$ cat config.mk
export PLATFORM = sky130hd
export DESIGN_NAME = sr_pulse_driver
export DESIGN_NICKNAME = d
export VERILOG_FILES = /design/src/rtl/sr_pulse_driver.sv
export SDC_FILE = /design/constraint.sdc
export NUM_CORES = 1
export LEC_CHECK = 0
export BUFFER_PORTS_ARGS = -buffer_cell sky130_fd_sc_hd__buf_2
export CAP_MARGIN = 40
export CORE_MARGIN = 10
export CORE_UTILIZATION = 59
export DETAILED_ROUTE_END_ITERATION = 10
export GPL_ROUTABILITY_DRIVEN = 0
export PLACE_DENSITY = 0.8
export SYNTH_ARGS = -nofsm -noshare
export SYNTH_HDL_FRONTEND = slang
export SYNTH_SLANG_ARGS = --single-unit
$ cat constraint.sdc
create_clock -name clk -period 4.7 [get_ports clk]
set_input_delay 0.47 -clock clk [delete_from_list [all_inputs] [get_ports clk]]
set_output_delay 0.47 -clock clk [all_outputs]
set_load 0.02 [all_outputs]
$ cat src/rtl/sr_pulse_driver.sv
// SR latch command driver: one fixed-width S or R pulse per accepted command, then a quiet gap.
// Pulse starts the edge after accept; cmd_ready stays low for PULSE_W+GAP_W cycles. Optional readback check under SR_DRV_READBACK_EN.
module sr_pulse_driver #(
    parameter int PULSE_W = 4,
    parameter int GAP_W   = 2
) (
    input  logic clk,
    input  logic rst,
    input  logic cmd_valid,
    input  logic cmd_set,
    output logic cmd_ready,
    output logic S,
    output logic R,
    output logic q_exp,
    output logic busy
`ifdef SR_DRV_READBACK_EN
    ,
    input  logic q_fb,
    output logic err
`endif
);

    typedef enum logic [1:0] {
        ST_IDLE  = 2'd0,
        ST_PULSE = 2'd1,
        ST_GAP   = 2'd2
    } state_t;

    localparam logic [7:0] PULSE_LD = 8'(PULSE_W - 1);
    localparam logic [7:0] GAP_LD   = (GAP_W > 0) ? 8'(GAP_W - 1) : 8'd0;

    state_t     r_state;
    logic [7:0] r_cnt;
    logic       r_type;
    logic       r_s;
    logic       r_r;
    logic       r_q_exp;
    logic       r_ready;
    logic       r_busy;
    logic       w_pulse_done;

    assign w_pulse_done = (r_state == ST_PULSE) && (r_cnt == 8'd0);

    // S and R are only ever loaded as complements or both zero, so S&&R cannot occur.
    always_ff @(posedge clk) begin
        if (rst) begin
            r_state <= ST_IDLE;
            r_cnt   <= 8'd0;
            r_type  <= 1'b0;
            r_s     <= 1'b0;
            r_r     <= 1'b0;
            r_q_exp <= 1'b0;
            r_ready <= 1'b1;
            r_busy  <= 1'b0;
        end else begin
            case (r_state)
                ST_IDLE: begin
                    if (cmd_valid) begin
                        r_state <= ST_PULSE;
                        r_type  <= cmd_set;
                        r_cnt   <= PULSE_LD;
                        r_s     <= cmd_set;
                        r_r     <= !cmd_set;
                        r_ready <= 1'b0;
                        r_busy  <= 1'b1;
                    end
                end
                ST_PULSE: begin
                    if (w_pulse_done) begin
                        r_s     <= 1'b0;
                        r_r     <= 1'b0;
                        r_q_exp <= r_type;
                        r_cnt   <= GAP_LD;
                        if (GAP_W > 0) begin
                            r_state <= ST_GAP;
                        end else begin
                            r_state <= ST_IDLE;
                            r_ready <= 1'b1;
                            r_busy  <= 1'b0;
                        end
                    end else begin
                        r_cnt <= r_cnt - 8'd1;
                    end
                end
                ST_GAP: begin
                    if (r_cnt == 8'd0) begin
                        r_state <= ST_IDLE;
                        r_ready <= 1'b1;
                        r_busy  <= 1'b0;
                    end else begin
                        r_cnt <= r_cnt - 8'd1;
                    end
                end
                default: begin
                    r_state <= ST_IDLE;
                    r_s     <= 1'b0;
                    r_r     <= 1'b0;
                    r_ready <= 1'b1;
                    r_busy  <= 1'b0;
                end
            endcase
        end
    end

    assign S         = r_s;
    assign R         = r_r;
    assign q_exp     = r_q_exp;
    assign cmd_ready = r_ready;
    assign busy      = r_busy;

`ifdef SR_DRV_READBACK_EN
    logic [1:0] r_fb_sync;
    logic [1:0] r_idle_cnt;
    logic       r_chk_en;
    logic       r_err;

    // Compare only after the latch output has been settled in IDLE for a few cycles.
    always_ff @(posedge clk) begin
        if (rst) begin
            r_fb_sync  <= 2'b00;
            r_idle_cnt <= 2'd0;
            r_chk_en   <= 1'b0;
            r_err      <= 1'b0;
        end else begin
            r_fb_sync <= {r_fb_sync[0], q_fb};
            if (r_state != ST_IDLE) begin
                r_idle_cnt <= 2'd0;
            end else if (r_idle_cnt != 2'd3) begin
                r_idle_cnt <= r_idle_cnt + 2'd1;
            end
            if (w_pulse_done) begin
                r_chk_en <= 1'b1;
            end
            if ((r_state == ST_IDLE) && (r_idle_cnt == 2'd3) && r_chk_en &&
                (r_fb_sync[1] != r_q_exp)) begin
                r_err <= 1'b1;
            end
        end
    end

    assign err = r_err;
`endif

endmodule

# --- Word level (Yosys, flattened, before mapping) ---
# Index checks and enable logic that the tools add are counted.
op_classes:
  bitwise: 2
  reduce_logical: 11
  n_eq_ne: 6
  addsub: 1
  n_mux: 19
op_table:
  columns: ["op", "count"]
  rows:
  - ["$mux W8", 3]
  - ["$pmux W8 S3", 1]
  - ["$pmux W1 S3", 4]
  - ["$reduce_and A3 Y1", 4]
  - ["$logic_not A8 Y1", 1]
  - ["$ne A2 B2 Y1 const B", 4]
  - ["$sub A8 B1 Y8 const B", 1]
  - ["$mux W1", 7]
  - ["$mux W2", 3]
  - ["$pmux W2 S3", 1]
  - ["$reduce_and A2 Y1", 2]
  - ["$reduce_bool A3 Y1", 1]
  - ["$eq A2 B1 Y1 const B", 1]
  - ["$eq A2 B2 Y1 const B", 1]
  - ["$logic_not A2 Y1", 1]
  - ["$not A1 Y1", 2]
  - ["$logic_and A1 B1 Y1", 1]
  - ["$logic_not A1 Y1", 1]
totals:
  word_cells: 47
  ff_bits: 16

# --- Longest topological paths before layout ---
depth:
  ltp_word: 4
  depth_mapped: 8

# --- Worst setup path after synthesis ---
# OpenSTA, ideal clock, no wires.
synth_timing:
  path_kind: "register to register"
  start: "register r_state[0]"
  end: "register r_cnt[7]"
  slack_ps: 3087
  arrival_ps: 1497
  stages_incl_launch_ff: 9
  required_time_ps: 4584
  synth_period_minus_slack_ps: 1613
  cell_sequence: "dfxtp_1 inv_1 ha_1 buf_2 nor2b_1 nor2_2 nand4_1 xor2_1 nor2_1"
synth_via:
  elab_chain_cells: 4
synth_rtl:
  columns: ["item", "line", "text"]
  rows:
  - ["from (decl)", "32", "state_t r_state;"]
  - ["from (signal assigned)", "47", "r_state <= ST_IDLE;"]
  - ["from (signal assigned)", "59", "r_state <= ST_PULSE;"]
  - ["from (signal assigned)", "75", "r_state <= ST_GAP;"]
  - ["$eq A2 B1 Y1", "42, 56", null]
  - ["$logic_and A1 B1 Y1", "42", "assign w_pulse_done = (r_state == ST_PULSE) && (r_cnt == 8'd0);"]
  - ["$mux W8", "69", "if (w_pulse_done) begin"]
  - ["$pmux W8 S3", "56", "case (r_state)"]
  - ["to (signal assigned)", "82", "r_cnt <= r_cnt - 8'd1;"]
  - ["to (signal assigned)", "91", "r_cnt <= r_cnt - 8'd1;"]
  - ["to (decl)", "33", "logic [7:0] r_cnt;"]
# Parallel ways exist; a longest one is shown, timed or not.
# A chain may end at the register's enable or synchronous reset.

# --- Worst setup path after layout ---
layout_timing:
  start: "register r_state[0]"
  end: "register r_ready, in the netlist cmd_ready"
layout_via:
  elab_chain_cells: 3
layout_rtl:
  columns: ["item", "line", "text"]
  rows:
  - ["$eq A2 B2 Y1, or another cell as far along", "56", null]
  - ["$ne A2 B2 Y1 (no line) / $not A1 Y1 (equally long branches)", null, null]
  - ["$reduce_and A3 Y1 (no line)", null, null]
  - ["to (signal assigned)", "53", "r_ready <= 1'b1;"]
  - ["to (signal assigned)", "64", "r_ready <= 1'b0;"]
  - ["to (signal assigned)", "78", "r_ready <= 1'b1;"]
  - ["to (decl)", "38", "logic r_ready;"]
# Parallel ways exist; a longest one is shown, timed or not.

==> impl_metrics.toml <==
[timing]
relSlewSlack_pct = 73.9
rsz0062_at_grt = "false"
fin_skew_ns = 0.00497
finalSetupTns_ns = 0
slew_viol_final = 0
setup_viol = 0
hold_slack_ns = 0.464
finalHoldViolCount = 0
worstMarginPinSlew_ns = 0.391
post-route-period-util_pct = 38.6
fmax_ghz = 0.551
period_needed_ns = 1.82

[power_and_ir_drop]
clkPwrFrac_pct = 11.7
ir_drop_mv = 0.504
p_per_area_nw_per_um2 = 818
p_sw_share_pct = 45.4
p_int_uw = 422
p_leak_nw = 0.399
switchingPower_uw = 351
seqPwrFrac_pct = 30.5
combPwrFrac_pct = 57.8

[synth]
ys_ff_latch = 16
synthCells = 102
synth.avg_cell_area_um2 = 8.41
syn_nets = 111
yosysWarnings = 0
seq_area_frac_synth_pct = 37.3
yosysUniqueCellTypes = 29
syn-cell-area_um2 = 858

[run_status]
status = "completed"

[clock_network]
cts_hold_buf = 0
clk_path_buf_depth = 2
cts_setup_buffers = 0
clkSinkCount = 16
cts-root-buf = "clkbuf_4"
cts.clk_slew.worst_paths_ns = 0.09
ctsHtreeMaxLevel = 1
cts_buffers = 3
cts_tree = "yes"
clk_latency_ns = 0.29
cts_resized = 0

[setup_path]
critPathBufInv = 1
crit_slowest_cell = "nor2b_1"
arrival_ns = 2.00
crit_required_ns = 4.88
crit_path_frequent_cell = "nor2_1"
critPathMaxStageDelay_ns = 0.35
critPathLaunchType = "flop"
crit_type = "reg -> reg"
path_cells = "inv_1 > ha_1 > nor2b_1 > nor2_1 > o21ai_1 > nor2_1 > a211o_1"
end_kind = "flop"
crit_family = "simple AND/OR/NAND/NOR gates"
path_max_fanout = 9

[placed_design]
numPortBuffers = 8
hpwl_mm = 1.33

[cells_and_area]
fin_nets = 122
mostFrequentLayoutCells = "nor2_1 (19), dfxtp_1 (16), buf_2 (8)"
syn2layout_area_growth_pct = 10.1
mostFrequentLayoutCell = "nor2_1"
antenna_cells = 0
drive_gt1_share_pct = 17.9

[grt]
overflow = 0
track_usage_pct = 11.2
grt_pass1_wl_mm = 3.08
grt_max_degree = 12
antenna_found_initial = 0
grt_pass1_vias = 743

[flow_run]
drv_cap = 0

[routing]
wl_per_cell_um = 13.3
finalWirelength_mm = 1.70
drt.antenna.violating_nets = 0
avgViaCountPerCell = 5.76
vias = 731
first_iter_violations = 11
drt_first_pass_iters = 4
drcViolationCount = 0

[floorplanning]
die-area_um2 = 3380
core-area_um2 = 1330
start_util_pct = 64.4
ios = 9
row_count = 13
die_h_um = 58.1
die_x_um = 58.1

[hold_path]
hold_path.class = "reg -> reg"
==> cell type report <==
type / count / area (um2)
timing repair buffer: 8 / 40.0
multi-input combinational: 79 / 510
sequential: 16 / 320
fill: 110 / 389
clock buffer: 4 / 36.3
tap: 15 / 18.8
inverter: 5 / 18.8
==> registers in the layout (all words and copies together) (netlist names) <==
signal	flops
S	1
busy	1
r_cnt	8
r_state	2
q_exp	1
R	1
r_type	1
cmd_ready	1
==> power by group through the flow <==
stage,clock (mW),sequential (mW),combinational (mW)
after floorplan,0,0.247,0.349
after global placement,0,0.237,0.439
after detailed placement,0,0.238,0.448
after CTS,0.0925,0.234,0.451
after global routing,0.0977,0.241,0.511
final,0.0906,0.235,0.447
==> logic make-up (layout without fill, tap and decap cells) <==
family          Yosys count  after routing  share of synthesized area [%]
mux                       2              2                           2.33
fa+ha+maj                 5              5                           7.29
xor+xnor                  6              6                           6.12
compound gates           15             15                           12.1
flops                    16             16                           37.3
buf+inv                   7             17                           3.21
simple gates             51             51                           31.6
==> per-stage QoR <==
stage / util (%) / area (um2) / cells / worst slack, ns / power, mW
final: 70.8 / 945 / 127 / 2.88 / 0.773
after global routing: 70.8 / 945 / 127 / 2.67 / 0.850
after CTS: 70.8 / 945 / 127 / 2.87 / 0.778
after detailed placement: 68.1 / 908 / 123 / 2.89 / 0.686
after global placement: 68.1 / 908 / 123 / 2.95 / 0.676
after floorplan: - / 858 / 102 / 3.09 / 0.596
==> cells in the mapped netlist <==
master	count	area [um2]
nor2b_1	1	6.26
nand4b_1	1	8.76
xor2_1	6	52.6
o21ai_1	1	5.00
a21oi_1	7	35.0
nor2_1	19	71.3
nand2_1	6	22.5
a211o_1	1	8.76
nor4_1	1	6.26
nand3_1	5	25.0
buf_2	1	5.00
and3_4	1	11.3
nand2b_1	2	12.5
clkbuf_1	1	3.75
ha_1	5	62.6
o21ai_0	1	5.00
nand4_2	1	12.5
nand4_1	5	31.3
dfxtp_1	16	320
a31oi_1	2	12.5
nor2_2	1	6.26
o21bai_2	1	11.3
inv_1	5	18.8
a21o_4	1	15.0
nor4_4	1	21.3
or2_2	1	6.26
nor3_1	6	30.0
mux2i_1	2	20.0
a41o_2	1	11.3
==> final timing paths <==
kind	start	to	slack [ns]	cells past startpoint
min reg2reg	r_type$_SDFFE_PP0P_	r_type$_SDFFE_PP0P_	0.46	2
max reg2reg	r_state[0]$_SDFFE_PP0P_	cmd_ready$_SDFFE_PP1P_	2.88	7
max	r_state[0]$_SDFFE_PP0P_	cmd_ready$_SDFFE_PP1P_	2.88	7
min	r_type$_SDFFE_PP0P_	r_type$_SDFFE_PP0P_	0.46	2
==> worst min-delay path, stage by stage (launching register included) <==
cell	delay, ns
dfxtp_1	0.32
nand2_1	0.05
a21oi_1	0.05
==> per-layer routing <==
layer	vias to the layer above	global-route usage, %	share of wire (%)
met4	0	6.38	1.7
met3	4	3.27	7.0
met5	-	0	0
met1	335	11.5	41
li1	375	-	-
met2	17	19.6	50
Power figures use the tool's default switching activity.
